$ cat src/rtl/doodle_motion_engine_if.sv
// Doodle motion engine bus: keyboard/collision inputs in, sprite state out.
// master drives keycode/start/land; slave returns X/Y, velocity and game state.
interface doodle_motion_engine_if;
    logic [7:0] keycode;
    logic       start;
    logic       land;
    logic [9:0] Doodle_X_out;
    logic [9:0] Doodle_Y_out;
    logic [7:0] vel_y;
    logic [1:0] state;
    logic       dead;

    modport master (
        output keycode, start, land,
        input  Doodle_X_out, Doodle_Y_out, vel_y, state, dead
    );

    modport slave (
        input  keycode, start, land,
        output Doodle_X_out, Doodle_Y_out, vel_y, state, dead
    );
endinterface

$ cat src/rtl/doodle_motion_engine.sv
// Doodle Jump player mover: frame-tick detect, IDLE/AIR/DEAD FSM, bounce, jump, gravity.
// Ports: Clk, Reset_n (async low), frame_clk (async raw), bus (slave) keys in / sprite out.
module doodle_motion_engine #(
    parameter int W       = 320,
    parameter int H       = 240,
    parameter int SIZE_X  = 10,
    parameter int SIZE_Y  = 10,
    parameter int X_MIN   = 80,
    parameter int X_MAX   = 239,
    parameter int Y_MIN   = 1,
    parameter int X_STEP  = 1,
    parameter int GRAVITY = 1,
    parameter int VMAX    = 10,
    parameter int JUMP_V  = 3,
    parameter int JUMP_CD = 10,
    parameter logic [7:0] KEY_L = 8'h04,
    parameter logic [7:0] KEY_R = 8'h07,
    parameter logic [7:0] KEY_J = 8'h1C
) (
    input logic                  Clk,
    input logic                  Reset_n,
    input logic                  frame_clk,
    doodle_motion_engine_if.slave bus
);

    typedef enum logic [1:0] {
        IDLE = 2'b00,
        AIR  = 2'b01,
        DEAD = 2'b10
    } state_t;

    localparam logic [9:0] X0 = 10'((W - SIZE_X) / 2);
    localparam logic [9:0] Y0 = 10'(H * 2 / 3);
    localparam logic [7:0] VY_JUMP = 8'(-JUMP_V);
    localparam logic [7:0] CD_LOAD = 8'(JUMP_CD);

    localparam logic signed [10:0] C_XSTEP = 11'(X_STEP);
    localparam logic signed [10:0] C_XMIN  = 11'(X_MIN);
    localparam logic signed [10:0] C_XHI   = 11'(X_MAX - SIZE_X);
    localparam logic signed [10:0] C_YMIN  = 11'(Y_MIN);
    localparam logic signed [10:0] C_SY    = 11'(SIZE_Y);
    localparam logic signed [10:0] C_YLIM  = 11'(H - 2);
    localparam logic signed [10:0] C_GRAV  = 11'(GRAVITY);
    localparam logic signed [10:0] C_VMAX  = 11'(VMAX);

    // fs[0],fs[1]: synchroniser; fs[2]: previous synced level for edge detect
    logic [2:0] fs;
    logic       tick;

    state_t     st_q, st_d;
    logic [9:0] x_q, x_d;
    logic [9:0] y_q, y_d;
    logic [7:0] vy_q, vy_d;
    logic [7:0] cd_q, cd_d;

    logic signed [10:0] x_s, y_s, vy_s;
    logic signed [10:0] xn, yn, vg;
    logic [7:0]         cd_dec;
    logic               vy_pos;

    assign tick = fs[1] & ~fs[2];

    assign x_s  = signed'({1'b0, x_q});
    assign y_s  = signed'({1'b0, y_q});
    assign vy_s = signed'({{3{vy_q[7]}}, vy_q});
    assign vy_pos = !vy_q[7] && (vy_q != 8'd0);

    always_ff @(posedge Clk or negedge Reset_n) begin
        if (!Reset_n) begin
            fs   <= 3'b000;
            st_q <= IDLE;
            x_q  <= X0;
            y_q  <= Y0;
            vy_q <= 8'd0;
            cd_q <= 8'd0;
        end else begin
            fs   <= {fs[1:0], frame_clk};
            st_q <= st_d;
            x_q  <= x_d;
            y_q  <= y_d;
            vy_q <= vy_d;
            cd_q <= cd_d;
        end
    end

    always_comb begin
        st_d = st_q;
        x_d  = x_q;
        y_d  = y_q;
        vy_d = vy_q;
        cd_d = cd_q;

        xn = x_s;
        if (bus.keycode == KEY_L) begin
            xn = x_s - C_XSTEP;
        end else if (bus.keycode == KEY_R) begin
            xn = x_s + C_XSTEP;
        end
        // horizontal wrap between the two playfield edges
        if (xn > C_XHI) begin
            xn = C_XMIN;
        end else if (xn < C_XMIN) begin
            xn = C_XHI;
        end

        yn = y_s + vy_s;

        vg = vy_s + C_GRAV;
        if (vg > C_VMAX) begin
            vg = C_VMAX;
        end

        cd_dec = (cd_q != 8'd0) ? cd_q - 8'd1 : cd_q;

        unique case (st_q)
            IDLE, DEAD: begin
                if (bus.start) begin
                    st_d = AIR;
                    x_d  = X0;
                    y_d  = Y0;
                    vy_d = VY_JUMP;
                    cd_d = 8'd0;
                end
            end
            AIR: begin
                if (tick) begin
                    if (yn < C_YMIN) begin
                        // hitting the ceiling kills all vertical speed
                        x_d  = xn[9:0];
                        y_d  = 10'(Y_MIN);
                        vy_d = 8'd0;
                        cd_d = cd_dec;
                    end else if (yn + C_SY > C_YLIM) begin
                        // fell off the bottom: freeze where we were
                        st_d = DEAD;
                    end else begin
                        x_d = xn[9:0];
                        y_d = yn[9:0];
                        if (bus.land && vy_pos) begin
                            vy_d = VY_JUMP;
                        end else if (bus.keycode == KEY_J && cd_q == 8'd0) begin
                            vy_d = VY_JUMP;
                        end else begin
                            vy_d = vg[7:0];
                        end
                        if (!(bus.land && vy_pos) && bus.keycode == KEY_J
                            && cd_q == 8'd0) begin
                            cd_d = CD_LOAD;
                        end else begin
                            cd_d = cd_dec;
                        end
                    end
                end
            end
            default: st_d = IDLE;
        endcase
    end

    assign bus.Doodle_X_out = x_q;
    assign bus.Doodle_Y_out = y_q;
    assign bus.vel_y        = vy_q;
    assign bus.state        = st_q;
    assign bus.dead         = (st_q == DEAD);

endmodule
$ cat src/flat_wrapper.sv
// flat-port wrapper written by rule: the top's interface ports become plain ports
module doodle_motion_engine_flat 
#(
    parameter int W       = 320,
    parameter int H       = 240,
    parameter int SIZE_X  = 10,
    parameter int SIZE_Y  = 10,
    parameter int X_MIN   = 80,
    parameter int X_MAX   = 239,
    parameter int Y_MIN   = 1,
    parameter int X_STEP  = 1,
    parameter int GRAVITY = 1,
    parameter int VMAX    = 10,
    parameter int JUMP_V  = 3,
    parameter int JUMP_CD = 10,
    parameter logic [7:0] KEY_L = 8'h04,
    parameter logic [7:0] KEY_R = 8'h07,
    parameter logic [7:0] KEY_J = 8'h1C
)
  (Clk, Reset_n, frame_clk, bus_keycode, bus_start, bus_land, bus_Doodle_X_out, bus_Doodle_Y_out, bus_vel_y, bus_state, bus_dead);
  doodle_motion_engine_if bus_i ();
  input logic Clk;
  input logic Reset_n;
  input logic frame_clk;
  input wire logic [$bits(bus_i.keycode)-1:0] bus_keycode;
  input wire logic [$bits(bus_i.start)-1:0] bus_start;
  input wire logic [$bits(bus_i.land)-1:0] bus_land;
  output wire logic [$bits(bus_i.Doodle_X_out)-1:0] bus_Doodle_X_out;
  output wire logic [$bits(bus_i.Doodle_Y_out)-1:0] bus_Doodle_Y_out;
  output wire logic [$bits(bus_i.vel_y)-1:0] bus_vel_y;
  output wire logic [$bits(bus_i.state)-1:0] bus_state;
  output wire logic [$bits(bus_i.dead)-1:0] bus_dead;
  assign bus_i.keycode = bus_keycode;
  assign bus_i.start = bus_start;
  assign bus_i.land = bus_land;
  assign bus_Doodle_X_out = bus_i.Doodle_X_out;
  assign bus_Doodle_Y_out = bus_i.Doodle_Y_out;
  assign bus_vel_y = bus_i.vel_y;
  assign bus_state = bus_i.state;
  assign bus_dead = bus_i.dead;
  doodle_motion_engine #(.W(W), .H(H), .SIZE_X(SIZE_X), .SIZE_Y(SIZE_Y), .X_MIN(X_MIN), .X_MAX(X_MAX), .Y_MIN(Y_MIN), .X_STEP(X_STEP), .GRAVITY(GRAVITY), .VMAX(VMAX), .JUMP_V(JUMP_V), .JUMP_CD(JUMP_CD), .KEY_L(KEY_L), .KEY_R(KEY_R), .KEY_J(KEY_J)) u_core (.Clk(Clk), .Reset_n(Reset_n), .frame_clk(frame_clk), .bus(bus_i));
endmodule
$ cat config.mk
export PLATFORM = sky130hd
export DESIGN_NAME = doodle_motion_engine_flat
export DESIGN_NICKNAME = d
export VERILOG_FILES = /design/src/rtl/doodle_motion_engine_if.sv /design/src/rtl/doodle_motion_engine.sv /design/src/flat_wrapper.sv
export SDC_FILE = /design/constraint.sdc
export NUM_CORES = 1
export LEC_CHECK = 0
export ABC_AREA = 1
export CAP_MARGIN = 15
export CORE_MARGIN = 1
export CORE_UTILIZATION = 50
export CTS_CLUSTER_DIAMETER = 200
export DETAILED_ROUTE_END_ITERATION = 6
export GPL_ROUTABILITY_DRIVEN = 0
export GPL_TIMING_DRIVEN = 0
export PLACE_DENSITY = 0.84
export REMOVE_ABC_BUFFERS = 1
export SYNTH_ARGS = -nofsm -noshare
export SYNTH_HDL_FRONTEND = slang
export SYNTH_SLANG_ARGS = --single-unit
$ cat constraint.sdc
create_clock -name Clk -period 3.1 [get_ports Clk]
set_input_delay 0.465 -clock Clk [delete_from_list [all_inputs] [get_ports Clk]]
set_output_delay 0.465 -clock Clk [all_outputs]
set_load 0.02 [all_outputs]
# --- Word level (Yosys, flattened, before mapping) ---
# Cells that the tools add are included.
# Widths: inputs -> output; s select.
word_totals:
  word_cells: 78
  output_inout_bits: 31
  inputBits: 13
  regBits: 41
op_classes:
  n_lt_le_gt_ge: 5
  eq_ne: 10
  reduce_logical: 15
  add_sub_neg: 6
  muxes: 34
  bitwise_logic: 2
op_table:
  columns: ["cell", "n"]
  rows:
  - ["$mux 8", 13]
  - ["$mux 10", 10]
  - ["$pmux 10 s2", 2]
  - ["$pmux 8 s2", 2]
  - ["$gt 11x9->1 const B", 2]
  - ["$mux 11", 2]
  - ["$eq 8x3->1 const B", 2]
  - ["$reduce_bool 8->1", 2]
  - ["$add 10x1->11 const B", 1]
  - ["$add 11x5->11 const B", 1]
  - ["$add 11x8->11", 1]
  - ["$lt 11x2->1 const B", 1]
  - ["$lt 11x8->1 const B", 1]
  - ["$sub 10x1->11 const B", 1]
  - ["$add 8x2->9 const B", 1]
  - ["$gt 9x5->1 const B", 1]
  - ["$eq 8x5->1 const B", 1]
  - ["$logic_not 8->1", 1]
  - ["$mux 2", 4]
  - ["$reduce_and 4->1", 2]
  - ["$sub 8x1->8 const B", 1]
  - ["$logic_and 1x1->1", 5]
  - ["$ne 2x1->1 const B", 2]
  - ["$ne 2x2->1 const B", 2]
  - ["10 further kinds", 11]

# --- Longest topological paths before layout ---
logic_depth:
  ltp_word: 11
  mapped_depth: 22
  mapped_depth_nobuf: 21

# --- Worst setup path after synthesis ---
# No wires, ideal clock.
synth_timing:
  path_type: "reg-to-reg"
  from: "reg u_core.vy_q[0] (netlist: u_core.bus.vel_y[0])"
  to: "reg u_core.vy_q[7] (netlist: u_core.bus.vel_y[7])"
  setup_time_ns: 0.118
  required_ns: 2.982
  setup_slack_ns: 0.027
  period_less_slack_ns: 3.073
  t_arrival_ns: 2.956
  path_buffers: 1
  stages_incl_launch_ff: 21
  cell_sequence: "dfrtp_1 ha_1 fa_1 or2_2 nand2_1 inv_1 ha_1 nand3_1 nand2_1 nand3b_1 nand2_1 nand2_1 nor2_1 nand2_1 nand3_2 nand2_2 nand2_4 nand2_4 buf_6 nand2_1 nand2_1"
synth_between:
  elab_chain_cells: 9
  word_cells_on_any_way: 18
  cone_classes: "add/sub: 3; order compare: 3; eq/ne: 1; mux: 7; reduce/logical: 4"
synth_rtl:
  columns: ["item", "line", "text"]
  rows:
  - ["start: declaration", "doodle_motion_engine.sv:53", "logic [7:0] vy_q, vy_d;"]
  - ["start signal: assignment", "doodle_motion_engine.sv:81", "vy_q <= vy_d;"]
  - ["parallel branches: the longest is 9 deep, another holds $add 11x8->11", null, null]
# Parallel ways; which one is timed is not known. The select of a mux whose other input is x is not followed.
# A chain may end at the register's enable or synchronous reset.

# --- Final worst setup path ---
layout_timing:
  from: "reg u_core.y_q[0] (netlist: u_core.bus.Doodle_Y_out[0])"
  to: "reg u_core.vy_q[2] (netlist: u_core.bus.vel_y[2])"
layout_between:
  elab_chain_cells: 5
  word_cells_on_any_way: 9
  cone_classes: "add/sub: 2; order compare: 2; eq/ne: 1; mux: 3; reduce/logical: 1"
layout_rtl:
  columns: ["item", "line", "text"]
  rows:
  - ["start: declaration", "doodle_motion_engine.sv:52", "logic [9:0] y_q, y_d;"]
  - ["start signal: assignment", "doodle_motion_engine.sv:80", "y_q <= y_d;"]
  - ["$add 11x8->11 *", "doodle_motion_engine.sv:106", "yn = y_s + vy_s;"]
  - ["$add 11x5->11 / $lt 11x2->1 (equally long branches)", "doodle_motion_engine.sv:133, doodle_motion_engine.sv:127", null]
  - ["$gt 11x9->1 / $mux 8 (equally long branches)", "doodle_motion_engine.sv:133, doodle_motion_engine.sv:127", null]
  - ["$ne 3x2->1 (no line) / $mux 8 (equally long branches)", null, null]
  - ["$reduce_and 4->1 (no line) / $pmux 8 s2 (equally long branches)", null, null]
# Mark *: on every way between the ends. The rest lies on a longest branch, timed or not. The select of a mux whose other input is x is not followed.

==> flow_summary.toml <==
[run_status]
status = "complete, no violations"

[timing]
slew_headroom_pct = 39.1
clock_skew_ns = 0.00297
setup_tns_ns = 0
fin_crit_sh_pct = 94.9
timing.final.max_slew_violations = 0
tightest_slew_ns = 0.913
rsz0062_at_grt = "false"
max_freq_ghz = 0.340
hold_viol = 0
holdWs_ns = 0.294
setup_viol = 0
fin_crit_ns = 2.94

[setup_path]
cp_common_cell = "nand2_1"
crit_family = "simple AND/OR/NAND/NOR gates"
crit_path_start_kind = "register"
critPathMaxFanout = 7
critPathKind = "reg2reg"
crit_chain = "ha_4, fa_2, or2_4, nand2_4, inv_2, ha_4, nand3_2, nand2_1, nand3b_1, nand2_1, nand2_1, nor2_1, nand2_1, nand3_2, nand2_4, nand2_8, clkbuf_16, nand3_1, nand2_1"
cpMaxStageDelayCell = "dfrtp_1"
cp.arrival_ns = 3.13
worst-path-buf-inv = 2
slowest_delay_ns = 0.42
critPathCaptureType = "register"
critPathRequiredTime_ns = 3.28

[pwr]
p_total_mw = 5.87
vdd_drop_max_mv = 0.683
p_leak_nw = 2.48
power.density_mw_per_mm2 = 1270

[cts]
cts.sinks = 41
htree_levels = 2
cts-root-buf = "clkbuf_8"
cts_buffers = 5
cts_hold_buf = 0
clk_pin_slew_ns = 0.08
cts_tree = "yes"
worstSkewPairLatency_ns = 0.30
clock_path_buffers = 2

[layout]
area_delta_synth_final_pct = 20.2
drive_gt1_share_pct = 7.96
fin_util_pct = 63.1
antenna_cells = 0
nNetsFinal = 711

[synth]
synth_enable_flop_cells = 0
yosys_warnings = 0
synth_ff_type = "dfrtp_1"
yosysSeqAreaShare_pct = 26.9
netlist_instances = 630
yosysUniqueCellTypes = 35
syn_area_per_cell_sq_um = 6.11
ys_ff_latch = 41
synth-async-reset-ratio_pct = 100
syn-cell-area_sq_mm = 0.00385

[global_routing]
grt_pass1_vias = 4055
grt_antenna_before_repair = 0
grt_pass1_wl_microns = 17500
grt_max_degree = 42
grt_use_total_pct = 26.0
overflow = 0

[die]
core_sq_mm = 0.00733
pin_count = 44
start_util_pct = 52.5
die-area_sq_mm = 0.00806
rows = 31
die_w_microns = 89.8
die_h_microns = 89.8

[detailed_routing]
first_pass_iters = 5
drc = 0
drtIter0Drc = 288
wl_per_cell_microns = 13.4
vias = 4303
postRouteAntennaNets = 0
wl_microns = 10400
via_per_inst = 5.54

[place]
hpwl_microns = 7170
port_buffers = 43

[run]
drv_cap = 0

[worst_hold_path]
hp-class = "in2async"
==> cells in the mapped netlist (2+ instances only) <==
cell | count | share of area (%)
nor2_2 | 2 | 0.32
nor3_1 | 7 | 0.91
nand2_2 | 5 | 0.81
buf_2 | 5 | 0.65
dfstp_2 | 7 | 4.8
xor2_1 | 14 | 3.2
inv_1 | 75 | 7.3
clkbuf_1 | 5 | 0.49
nand2_4 | 2 | 0.58
buf_6 | 3 | 0.88
nand3b_1 | 3 | 0.58
ha_1 | 20 | 6.5
dfrtp_1 | 34 | 22
a21oi_1 | 21 | 2.7
or2_2 | 2 | 0.32
a31oi_1 | 2 | 0.32
nand4_1 | 10 | 1.6
nor2_1 | 60 | 5.8
nand2_1 | 229 | 22
nand3_1 | 86 | 11
clkinv_1 | 2 | 0.20
o21ai_0 | 21 | 2.7
nand3_2 | 3 | 0.78
==> power by group <==
| group | internal [mW] | switching (mW) | leakage (nW) | total [mW] |
|---|---|---|---|---|
| logic | 1.62 | 2.82 | 1.93 | 4.44 |
| registers | 0.771 | 0.309 | 0.511 | 1.08 |
| clock network | 0.156 | 0.189 | 0.0450 | 0.346 |
==> placed cells by master (no fill, tap or decap), types with 7 or more instances in the layout <==
master           instances
a21oi_1                 21
inv_1                   73
xor2_1                  14
dfrtp_1                 33
nand4_1                 10
nor2_1                  60
o21ai_0                 21
nand2_1                227
clkdlybuf4s50_1         42
dfstp_2                  7
ha_1                    18
nor3_1                   7
nand3_1                 84
==> worst register-to-register path, stage by stage, from the launching register on <==
cell       delay, ns
dfrtp_1         0.42
ha_4            0.18
fa_2            0.38
or2_4           0.26
nand2_4         0.08
inv_2           0.05
ha_4            0.25
nand3_2         0.07
nand2_1         0.07
nand3b_1        0.11
nand2_1         0.06
nand2_1         0.06
nor2_1          0.04
nand2_1         0.08
nand3_2         0.10
nand2_4         0.13
nand2_8         0.12
clkbuf_16       0.21
nand3_1         0.07
nand2_1         0.08
==> final timing paths <==
check	endpoint	slack [ns]	from	cells after the start
min in group Clk	u_core.fs[1]	0.36	u_core.fs[0]	0
setup / recovery	u_core.bus.vel_y[2]	0.16	u_core.bus.Doodle_Y_out[0]	19
hold reg to reg	u_core.fs[1]	0.36	u_core.fs[0]	0
setup reg to reg	u_core.bus.vel_y[2]	0.16	u_core.bus.Doodle_Y_out[0]	19
hold / removal	u_core.bus.Doodle_Y_out[1]	0.29	Reset_n	1
max in group asynchronous	u_core.bus.vel_y[0]	2.19	Reset_n	1
==> timing repair <==
| item | CTS | global route |
|---|---|---|
| endpoints found under the hold margin | 0 | 0 |
| pin swaps | 1 | 14 |
| cloned | 2 | 2 |
| endpoints found under the setup margin | 36 | 36 |
| setup buffers | 4 | 2 |
| gates resized for setup | 9 | 13 |
==> final cells by class <==
class                           count  area, sq um
Clock buffer                        6         72.6
Clock inverter                      2         10.0
Fill cell                         642         2700
Inverter                           78          293
Multi-Input combinational cell    500         2560
Sequential cell                    41         1040
Tap cell                           99          124
Timing Repair Buffer               51          534
==> metal layers <==
layer,vias to the layer above,global-route usage (%),wire length (microns)
met5,-,0,0
met4,0,12.8,335
li1,2099,-,-
met3,43,3.81,592
met1,2001,30.6,4320
met2,160,46.0,5190
==> kinds of logic (layout without fill, tap and decap cells) <==
| group | Yosys count | in the layout | synth area share (%) |
|---|---|---|---|
| AO/OA/AOI/OAI | 50 | 50 | 7.05 |
| XOR/XNOR | 15 | 15 | 3.41 |
| adder cells (fa/ha/maj) | 21 | 21 | 7.02 |
| buffers and inverters | 92 | 137 | 9.81 |
| flip-flops | 41 | 41 | 26.9 |
| AND/OR/NAND/NOR | 411 | 414 | 45.8 |
==> registers in the layout (all words and copies together) (netlist names) <==
register and flops:
u_core.bus.Doodle_X_out 10, u_core.bus.Doodle_Y_out 10, u_core.bus.vel_y 8, u_core.cd_q 8
u_core.fs 3, u_core.bus.state 2
==> metrics by stage <==
stage               cell area [sq um]  std cells  setup WS (ns)
CTS                              4520        773         0.0272
global route                     4630        777        0.00235
finish                           4630        777          0.157
detailed placement               4340        759         -0.571
floorplan                        3760        616         -0.174
global placement                 4320        758         -0.562
Note: power is estimated with default switching activity, not from simulation.
